===== src/rtl/scr1_mem_arbiter_if.sv =====
// SCR1-memif style request/response bundle. The master drives the request
// payload; the slave returns the accept strobe and the single-cycle response.
interface scr1_mem_arbiter_if #(
  parameter int AWIDTH = 32,
  parameter int DWIDTH = 32
);
  logic              req;
  logic              cmd;
  logic [1:0]        width;
  logic [AWIDTH-1:0] addr;
  logic [DWIDTH-1:0] wdata;
  logic              req_ack;
  logic [DWIDTH-1:0] rdata;
  logic [1:0]        resp;

  modport master (output req, cmd, width, addr, wdata,
                  input  req_ack, rdata, resp);
  modport slave  (input  req, cmd, width, addr, wdata,
                  output req_ack, rdata, resp);
endinterface


===== src/rtl/scr1_mem_arbiter.sv =====
// Round-robin arbiter sharing one single-port memif memory between imem and
// dmem, one transaction in flight, with a response watchdog and late-response drain.
module scr1_mem_arbiter #(
  parameter int AWIDTH  = 32,
  parameter int DWIDTH  = 32,
  parameter int TIMEOUT = 64,
  parameter int TMR_W   = 8
) (
  input  logic                clk,
  input  logic                rst_n,
  scr1_mem_arbiter_if.slave   imem,
  scr1_mem_arbiter_if.slave   dmem,
  scr1_mem_arbiter_if.master  mem
);

  typedef enum logic [1:0] {ST_ARB, ST_HOLD, ST_WAIT, ST_DRAIN} state_t;

  localparam logic       PORT_I    = 1'b0;
  localparam logic       PORT_D    = 1'b1;
  localparam logic [1:0] RESP_IDLE = 2'd0;
  localparam logic [1:0] RESP_ER   = 2'd2;
  localparam logic [1:0] WIDTH_W   = 2'd2;
  localparam logic       CMD_RD    = 1'b0;
  localparam bit         TMO_EN    = (TIMEOUT != 0);
  localparam logic [TMR_W-1:0] TMR_LAST = TMO_EN ? TMR_W'(TIMEOUT - 1) : '0;

  state_t           state_reg, state_next;
  logic             owner_reg, owner_next;
  logic             last_grant_reg, last_grant_next;
  logic [TMR_W-1:0] timer_reg, timer_next;

  logic              owner;
  logic              owner_req;
  logic              owner_ack;
  logic [1:0]        owner_resp;
  logic [DWIDTH-1:0] owner_rdata;

  // imem is always a word read, so its command/width/wdata carry no information.
  logic unused_imem;
  assign unused_imem = ^{imem.cmd, imem.width, imem.wdata};

  always_ff @(posedge clk or negedge rst_n) begin
    if (!rst_n) begin
      state_reg      <= ST_ARB;
      owner_reg      <= PORT_I;
      last_grant_reg <= PORT_I;
      timer_reg      <= '0;
    end else begin
      state_reg      <= state_next;
      owner_reg      <= owner_next;
      last_grant_reg <= last_grant_next;
      timer_reg      <= timer_next;
    end
  end

  // In ARB the owner is recomputed every cycle; once HOLD/WAIT/DRAIN is entered it is frozen.
  always_comb begin
    owner = owner_reg;
    if (state_reg == ST_ARB) begin
      if (imem.req && dmem.req) owner = (last_grant_reg == PORT_I) ? PORT_D : PORT_I;
      else if (dmem.req)        owner = PORT_D;
      else                      owner = PORT_I;
    end
    owner_req = (owner == PORT_D) ? dmem.req : imem.req;
  end

  always_comb begin
    state_next      = state_reg;
    owner_next      = owner_reg;
    last_grant_next = last_grant_reg;
    timer_next      = timer_reg;
    owner_ack       = 1'b0;
    owner_resp      = RESP_IDLE;
    owner_rdata     = '0;
    mem.req         = 1'b0;
    mem.cmd         = CMD_RD;
    mem.width       = 2'd0;
    mem.addr        = '0;
    mem.wdata       = '0;

    unique case (state_reg)
      ST_ARB, ST_HOLD: begin
        mem.req = owner_req;
        if (owner_req) begin
          if (owner == PORT_D) begin
            mem.cmd   = dmem.cmd;
            mem.width = dmem.width;
            mem.addr  = dmem.addr;
            mem.wdata = dmem.wdata;
          end else begin
            mem.width = WIDTH_W;
            mem.addr  = imem.addr;
          end
          owner_ack  = mem.req_ack;
          owner_next = owner;
          if (mem.req_ack) begin
            state_next      = ST_WAIT;
            last_grant_next = owner;
            timer_next      = '0;
          end else begin
            state_next = ST_HOLD;
          end
        end
      end
      ST_WAIT: begin
        // A response landing on the expiry cycle takes priority over the timeout.
        if (mem.resp != RESP_IDLE) begin
          owner_resp  = mem.resp;
          owner_rdata = mem.rdata;
          state_next  = ST_ARB;
        end else if (TMO_EN && (timer_reg == TMR_LAST)) begin
          owner_resp = RESP_ER;
          state_next = ST_DRAIN;
        end else begin
          timer_next = timer_reg + 1'b1;
        end
      end
      ST_DRAIN: begin
        if (mem.resp != RESP_IDLE) state_next = ST_ARB;
      end
      default: state_next = ST_ARB;
    endcase

    imem.req_ack = 1'b0;
    imem.resp    = RESP_IDLE;
    imem.rdata   = '0;
    dmem.req_ack = 1'b0;
    dmem.resp    = RESP_IDLE;
    dmem.rdata   = '0;
    if (owner == PORT_D) begin
      dmem.req_ack = owner_ack;
      dmem.resp    = owner_resp;
      dmem.rdata   = owner_rdata;
    end else begin
      imem.req_ack = owner_ack;
      imem.resp    = owner_resp;
      imem.rdata   = owner_rdata;
    end

    // Outputs are quiet for the whole reset pulse, not just after the next edge.
    if (!rst_n) begin
      imem.req_ack = 1'b0;
      imem.resp    = RESP_IDLE;
      imem.rdata   = '0;
      dmem.req_ack = 1'b0;
      dmem.resp    = RESP_IDLE;
      dmem.rdata   = '0;
      mem.req      = 1'b0;
      mem.cmd      = 1'b0;
      mem.width    = 2'd0;
      mem.addr     = '0;
      mem.wdata    = '0;
    end
  end

endmodule


===== src/flat_wrapper.sv =====
// flat-port wrapper written by rule: the top's interface ports become plain ports
module scr1_mem_arbiter_flat 
#(
  parameter int AWIDTH  = 32,
  parameter int DWIDTH  = 32,
  parameter int TIMEOUT = 64,
  parameter int TMR_W   = 8
)
  (clk, rst_n, imem_req, imem_cmd, imem_width, imem_addr, imem_wdata, imem_req_ack, imem_rdata, imem_resp, dmem_req, dmem_cmd, dmem_width, dmem_addr, dmem_wdata, dmem_req_ack, dmem_rdata, dmem_resp, mem_req, mem_cmd, mem_width, mem_addr, mem_wdata, mem_req_ack, mem_rdata, mem_resp);
  scr1_mem_arbiter_if #(.AWIDTH(AWIDTH), .DWIDTH(DWIDTH)) imem_i ();
  scr1_mem_arbiter_if #(.AWIDTH(AWIDTH), .DWIDTH(DWIDTH)) dmem_i ();
  scr1_mem_arbiter_if #(.AWIDTH(AWIDTH), .DWIDTH(DWIDTH)) mem_i ();
  input  logic clk;
  input  logic rst_n;
  input wire logic [$bits(imem_i.req)-1:0] imem_req;
  input wire logic [$bits(imem_i.cmd)-1:0] imem_cmd;
  input wire logic [$bits(imem_i.width)-1:0] imem_width;
  input wire logic [$bits(imem_i.addr)-1:0] imem_addr;
  input wire logic [$bits(imem_i.wdata)-1:0] imem_wdata;
  output wire logic [$bits(imem_i.req_ack)-1:0] imem_req_ack;
  output wire logic [$bits(imem_i.rdata)-1:0] imem_rdata;
  output wire logic [$bits(imem_i.resp)-1:0] imem_resp;
  input wire logic [$bits(dmem_i.req)-1:0] dmem_req;
  input wire logic [$bits(dmem_i.cmd)-1:0] dmem_cmd;
  input wire logic [$bits(dmem_i.width)-1:0] dmem_width;
  input wire logic [$bits(dmem_i.addr)-1:0] dmem_addr;
  input wire logic [$bits(dmem_i.wdata)-1:0] dmem_wdata;
  output wire logic [$bits(dmem_i.req_ack)-1:0] dmem_req_ack;
  output wire logic [$bits(dmem_i.rdata)-1:0] dmem_rdata;
  output wire logic [$bits(dmem_i.resp)-1:0] dmem_resp;
  output wire logic [$bits(mem_i.req)-1:0] mem_req;
  output wire logic [$bits(mem_i.cmd)-1:0] mem_cmd;
  output wire logic [$bits(mem_i.width)-1:0] mem_width;
  output wire logic [$bits(mem_i.addr)-1:0] mem_addr;
  output wire logic [$bits(mem_i.wdata)-1:0] mem_wdata;
  input wire logic [$bits(mem_i.req_ack)-1:0] mem_req_ack;
  input wire logic [$bits(mem_i.rdata)-1:0] mem_rdata;
  input wire logic [$bits(mem_i.resp)-1:0] mem_resp;
  assign imem_i.req = imem_req;
  assign imem_i.cmd = imem_cmd;
  assign imem_i.width = imem_width;
  assign imem_i.addr = imem_addr;
  assign imem_i.wdata = imem_wdata;
  assign imem_req_ack = imem_i.req_ack;
  assign imem_rdata = imem_i.rdata;
  assign imem_resp = imem_i.resp;
  assign dmem_i.req = dmem_req;
  assign dmem_i.cmd = dmem_cmd;
  assign dmem_i.width = dmem_width;
  assign dmem_i.addr = dmem_addr;
  assign dmem_i.wdata = dmem_wdata;
  assign dmem_req_ack = dmem_i.req_ack;
  assign dmem_rdata = dmem_i.rdata;
  assign dmem_resp = dmem_i.resp;
  assign mem_req = mem_i.req;
  assign mem_cmd = mem_i.cmd;
  assign mem_width = mem_i.width;
  assign mem_addr = mem_i.addr;
  assign mem_wdata = mem_i.wdata;
  assign mem_i.req_ack = mem_req_ack;
  assign mem_i.rdata = mem_rdata;
  assign mem_i.resp = mem_resp;
  scr1_mem_arbiter #(.AWIDTH(AWIDTH), .DWIDTH(DWIDTH), .TIMEOUT(TIMEOUT), .TMR_W(TMR_W)) u_core (.clk(clk), .rst_n(rst_n), .imem(imem_i), .dmem(dmem_i), .mem(mem_i));
endmodule

===== config.mk =====
export PLATFORM = sky130hd
export DESIGN_NAME = scr1_mem_arbiter_flat
export DESIGN_NICKNAME = d
export VERILOG_FILES = /design/src/rtl/scr1_mem_arbiter_if.sv /design/src/rtl/scr1_mem_arbiter.sv /design/src/flat_wrapper.sv
export SDC_FILE = /design/constraint.sdc
export NUM_CORES = 1
export LEC_CHECK = 0
export BUFFER_PORTS_ARGS = -buffer_cell sky130_fd_sc_hd__clkbuf_2
export CORE_AREA = 2 2 120 122
export CTS_CLUSTER_SIZE = 24
export DETAILED_ROUTE_END_ITERATION = 10
export DIE_AREA = 0 0 122 124
export GPL_TIMING_DRIVEN = 0
export RECOVER_POWER = 50
export SLEW_MARGIN = 40
export SYNTH_ARGS = -nofsm -noshare
export SYNTH_HDL_FRONTEND = slang
export SYNTH_SLANG_ARGS = --single-unit

===== constraint.sdc =====
create_clock -name clk -period 3.6 [get_ports clk]
set_clock_uncertainty 0.15 [all_clocks]
set_input_delay 1.08 -clock clk [delete_from_list [all_inputs] [get_ports clk]]
set_output_delay 1.08 -clock clk [all_outputs]
set_load 0.02 [all_outputs]

==> impl_metrics.ini, run 1 <==
[run_status]
status = complete, but fails checks
violations = setup timing

[synth]
synth_area_leader_cell = and3_1
yosys.area_share.xor_xnor = 0
synth_area_mm2 = 0.00193
synth_top_area_share = 0.214
syn_area_per_cell_um2 = 6.06
ys_seq_elements = 12
synth_commonest_cells = 76 x nand2_1, 66 x and3_1, 38 x a21oi_1
muxShareOfSynthArea = 0
synth_edf_count = 0
yosysMostFrequentCell = nand2_1
yosysWarnings = 0
synth.yosys.seq_area_share = 0.155
async_flop_share = 1.00
synthTopCellsByArea = and3_1 21%, dfrtp_1 16%, nand2_1 15%
yosys.area_share.simple = 0.575
synth_top_flop_cell = dfrtp_1
synth_compound_area_frac = 0.197
synth_cells = 319
synth_nets = 493
synth_adder_area_share = 0.00647
synth_cell_types = 37
synth_top_family_by_area = simple AND/OR/NAND/NOR gates

[routing]
wl_per_cell_um = 15.2
drc = 0
drt_iter0_markers = 172
vias_per_cell = 4.31
drtPass1Iterations = 4
vias = 3445
routed_wl_um = 12100
drtAntennaViolNets = 0

[sta]
maxSlewViolCount = 0
fin_crit_ns = 3.62
relSlewSlack = 0.583
fmax_mhz = 276
fin_crit_sh = 1.01
setup_viol = 32
rsz0062_at_grt = yes
hold_viol_final = 0
finalSetupTns_ns = -0.349
worstMarginPinSlew_ns = 0.623
fin_ws_ns = -0.0230
hold_ws_ns = 0.339

[placement]
place_hpwl_um = 8860
io_buffers = 274
dpl_cell_area_mm2 = 0.00353
place.gp.congestion = 0.824

[cts]
cts_sinks = 12
cts.clk_slew.worst_paths_ns = 0.04
root_buffer = clkbuf_16
cts_inserted_buffers = 3
cts_tree = yes
insertion_delay_ns = 0.24
cts_max_path_buffers = 2
htree_num_levels = 1
cts_hold_buffers = 0

[power_and_ir_drop]
p_int_mw = 1.43
switchingPower_mw = 1.26
p_comb_frac = 0.839
p_sw_frac = 0.470
seqPwrFrac = 0.076
totalPowerFinal_mw = 2.69
pwr-share-clk = 0.085
leakage_nw = 2.78
peakVddDrop_mv = 0.372
power_density_mw_per_mm2 = 556

[final_layout]
finish.utilization = 0.352
area_delta_synth_final_pct = 150
final_area_mm2 = 0.00483
insertedDiodeCount = 0
largest_reg_flops = 8
nets = 794
drive_above_1_share = 0.653

[floorplan]
die_y_um = 124
die_x_um = 122
core_area_mm2 = 0.0137
dieArea_mm2 = 0.0151
initial_utilization = 0.141
rows = 43
ios = 311

[worst_setup_path]
critPathLaunchType = input port
crit_required_ns = 2.37
criticalPathCategory = in -> out
critPathMaxFanout = 6
crit_path_end_kind = primary output
crit_arrival_ns = 2.39

[grt]
first_global_vias = 3182
antenna_found_initial = 0
grt_pass1_wl_um = 16600
gr-total-overflow = 0
grt_usage = 0.140
grt_max_degree = 16

[job]
drv_cap = 0

[hold_path]
hp-class = reg -> reg
==> cell families after synthesis <==
kind of cell	count (synthesis)
buffers and inverters	32
adders and majority gates	1
DFF	12
and+or+nand+nor	211
AOI/OAI and AO/OA	63
==> metal layers <==
metal  global-route usage  wire length (um)
met1                0.177              4820
met2                0.250              6280
met3               0.0229               862
met4               0.0273               163
met5                    0                 0
==> final cells by class <==
class                      instances  area [um^2]
inverter                           3         11.3
sequential                        12          300
fill                            1444         8890
buffer                            29          274
timing repair buffer             295         2170
clock buffer                       4         88.8
tap                              180          225
multi-input combinational        276         1760
==> per-stage QoR <==
stage                     setup WS [ns]  std cells
after detailed placement         -0.722        773
after floorplan                  0.0412        319
after global placement           -0.695        773
after CTS                        -0.120        797
final                           -0.0230        799
after global routing            -0.0788        799
==> cells in the final DEF, fill, tap and decap left out, types with 2 or more instances in the layout <==
| master | Yosys | layout |
|---|---|---|
| clkbuf_2 | 0 | 196 |
| nand2_1 | 76 | 66 |
| and3_1 | 66 | 64 |
| buf_8 | 0 | 40 |
| buf_4 | 0 | 35 |
| and2_4 | 1 | 32 |
| a21oi_1 | 38 | 20 |
| clkbuf_8 | 0 | 18 |
| a21oi_2 | 1 | 18 |
| dfrtp_1 | 12 | 12 |
| buf_2 | 7 | 10 |
| buf_6 | 0 | 10 |
| nand2_2 | 0 | 9 |
| clkbuf_4 | 0 | 9 |
| nor2_1 | 11 | 9 |
| nand3_1 | 6 | 6 |
| o21ai_0 | 6 | 6 |
| a31oi_1 | 5 | 5 |
| and2_1 | 35 | 4 |
| buf_12 | 0 | 4 |
| nor3_1 | 4 | 4 |
| clkbuf_16 | 0 | 4 |
| nor2_4 | 0 | 3 |
| inv_1 | 3 | 3 |
| and3_4 | 0 | 2 |
| nor2b_1 | 3 | 2 |
| nand2b_1 | 2 | 2 |
| o22a_1 | 2 | 2 |
==> worst paths after layout <==
check,startpoint,to,slack (ns),cells after the start
min,u_core.timer_reg[7]$_DFFE_PN0P_,u_core.timer_reg[7]$_DFFE_PN0P_,0.34,1
min in group asynchronous,rst_n,u_core.timer_reg[0]$_DFFE_PN0P_,0.52,1
max in group asynchronous,rst_n,u_core.timer_reg[7]$_DFFE_PN0P_,2.64,1
max,imem_req,mem_wdata[28],-0.02,8
min reg2reg,u_core.timer_reg[7]$_DFFE_PN0P_,u_core.timer_reg[7]$_DFFE_PN0P_,0.34,1
max reg2reg,u_core.state_reg[1]$_DFFE_PN0P_,u_core.last_grant_reg$_DFFE_PN0P_,1.51,10
==> power groups by stage <==
stage / logic, mW / registers, mW / clock network [mW]
6_report: 2.25 / 0.205 / 0.228
5_1_grt: 2.42 / 0.212 / 0.242
3_3_place_gp: 1.38 / 0.197 / 0
2_1_floorplan: 0.871 / 0.189 / 0
4_1_cts: 2.16 / 0.204 / 0.233
3_5_place_dp: 1.38 / 0.198 / 0
==> worst max-delay path: stages <==
cell and delay, ns:
clkbuf_16 0.13, or3b_4 0.40, o211ai_4 0.16, nor2_4 0.08, buf_12 0.15, buf_8 0.12
and2_4 0.14, buf_8 0.12
==> repair_timing <==
item                                   4_1_cts  5_1_grt
endpoints found under the hold margin        0        0
setup endpoints to repair                  138      126
setup buffers                               14        7
gates cloned                                 7        0
pin swaps                                   56       14
gates resized for setup                    235      114
(Power assumes the default switching activity.)
==> run 2, diff against run 1 <==
--- a/config.mk
+++ b/config.mk
@@ -11,7 +11,9 @@
 export DETAILED_ROUTE_END_ITERATION = 10
 export DIE_AREA = 0 0 122 124
 export GPL_TIMING_DRIVEN = 0
+export MAX_ROUTING_LAYER = met4
 export RECOVER_POWER = 50
+export REMOVE_ABC_BUFFERS = 1
 export SLEW_MARGIN = 40
 export SYNTH_ARGS = -nofsm -noshare
 export SYNTH_HDL_FRONTEND = slang
==> impl_metrics.ini, run 2 (synthesis gave the netlist of run 1 again) <==
[run_status]
status = complete, but fails checks
violations = setup timing

[final_layout]
finish.utilization = 0.323
area_delta_synth_final_pct = 129
layout_commonest_cell = clkbuf_2
nets = 772
largest_reg_flops = 8
final_area_mm2 = 0.00443
drive_above_1_share = 0.611
layoutNonFillerInstCount = 778
final_cell_mix = 208 x clkbuf_2, 66 x nand2_1, 66 x and3_1

[cts]
cts_hold_buffers = 0
cts_sinks = 12
cts_inserted_buffers = 3
htree_num_levels = 1
cts_max_path_buffers = 2
cts.clk_slew.worst_paths_ns = 0.04
root_buffer = clkbuf_16
cts_tree = yes
insertion_delay_ns = 0.24

[routing]
drtAntennaViolNets = 0
drtPass1Iterations = 4
vias = 3324
drt_iter0_markers = 147
wl_per_cell_um = 15.1
drc = 0
routed_wl_um = 11700
vias_per_cell = 4.27

[placement]
place_hpwl_um = 7790
dpl.cell_count = 751
dp_slack_ns = -0.583
dpl_cell_area_mm2 = 0.00356
place.gp.congestion = 0.780
io_buffers = 275

[grt]
grt_usage = 0.126
grt_max_degree = 44
grt_pass1_wl_um = 14600
antenna_found_initial = 1
first_global_vias = 2734
gr-total-overflow = 0

[sta]
fin_crit_ns = 3.62
hold_viol_final = 0
maxSlewViolCount = 0
worstMarginPinSlew_ns = 0.592
setup_viol = 2
relSlewSlack = 0.604
rsz0062_at_grt = yes
fin_ws_ns = -0.0186
fin_crit_sh = 1.01
fmax_mhz = 276
hold_ws_ns = 0.326

[worst_setup_path]
critPathMaxStageDelay_ns = 0.30
crit_path_end_kind = primary output
r2r.worst_path.cells = 4
timing.rr.start = u_core.state_reg[1]$_DFFE_PN0P_
r2r_setup_slack_ns = 1.40
reg2reg_to = u_core.timer_reg[5]$_DFFE_PN0P_
crit_chain = buf_8 > a211oi_4 > a21oi_4 > buf_8 > nor2_4 > buf_12 > and2_1 > clkbuf_8
critPathLaunchType = input port
crit_top_cell = buf_8
crit_buf_inv = 4
crit_required_ns = 2.37
critPathMaxFanout = 12
crit_family = buffers and inverters
cp_slowest_cell = a211oi_4
crit_arrival_ns = 2.39
criticalPathCategory = in -> out

[power_and_ir_drop]
leakage_nw = 2.58
peakVddDrop_mv = 0.297
power_density_mw_per_mm2 = 557

[floorplan]
initial_utilization = 0.141
ios = 311
dieArea_mm2 = 0.0151
core_area_mm2 = 0.0137
rows = 43
die_x_um = 122
die_y_um = 124

[hold_path]
hold_start = u_core.timer_reg[7]$_DFFE_PN0P_
hp-class = reg -> reg
hold_end = u_core.timer_reg[7]$_DFFE_PN0P_
min_path_cells = 1

[job]
drv_cap = 0
## run 2: cell count changes in the layout (fill, tap and decap cells not counted), sizes merged
cell    before  now
buf        100   79
clkbuf     228  224
a21o         2    4
diode        0    1
nor2        13   14
## run 2: area by class of cell
| type | count | area [um^2] |
|---|---|---|
| clock buffer | 4 | 88.8 |
| multi-input combinational | 279 | 1770 |
| sequential | 12 | 300 |
| antenna | 1 | 2.50 |
| inverter | 3 | 11.3 |
| fill | 1446 | 9290 |
| timing repair buffer | 299 | 2030 |
| tap | 180 | 225 |
## run 2: how the worst max path moves through the flow
stage                     startpoint            to  slack, ns  cells past startpoint
after floorplan             imem_req       mem_cmd      -0.98                      4
after global placement      dmem_req  mem_wdata[8]      -2.79                      5
after detailed placement       rst_n  mem_wdata[8]      -0.58                      6
after CTS                   imem_req       mem_cmd      -0.04                      8
after global routing        imem_req  mem_wdata[4]      -0.09                      8
final                       imem_req       mem_cmd      -0.02                      8
## run 2: what timing repair did
item	in CTS	in global routing
setup buffers	14	2
pin swaps	8	29
setup endpoints to repair	132	125
gates cloned	4	3
gates resized for setup	55	159
## run 2: worst reg2reg max path, delay by kind of cell, from the launching register on
kind / cells / cell delay, ns
flip-flops: 1 / 0.60
AO/OA/AOI/OAI: 2 / 0.59
AND/OR/NAND/NOR: 2 / 0.73
## run 2: power breakdown
part / switching [mW] / leakage (nW) / total [mW] / internal [mW]
sequential: 0.0493 / 0.159 / 0.215 / 0.165
combinational: 1.14 / 2.38 / 2.02 / 0.877
clock: 0.0626 / 0.0442 / 0.231 / 0.168
total: 1.25 / 2.58 / 2.46 / 1.21
## run 2: through the flow
step	power, mW	setup TNS (ns)
2_1_floorplan	0.985	-76.22
3_3_place_gp	1.45	-243.36
3_5_place_dp	1.59	-40.63
4_1_cts	2.11	-0.384
5_1_grt	2.63	-1.24
6_report	2.46	-0.0242
## run 2: metal layers
| metal | global-route usage | share of wire |
|---|---|---|
| met1 | 0.159 | 0.42 |
| met3 | 0.0147 | 0.060 |
| met5 | - | 0 |
| met4 | 0.0309 | 0.014 |
| met2 | 0.215 | 0.51 |
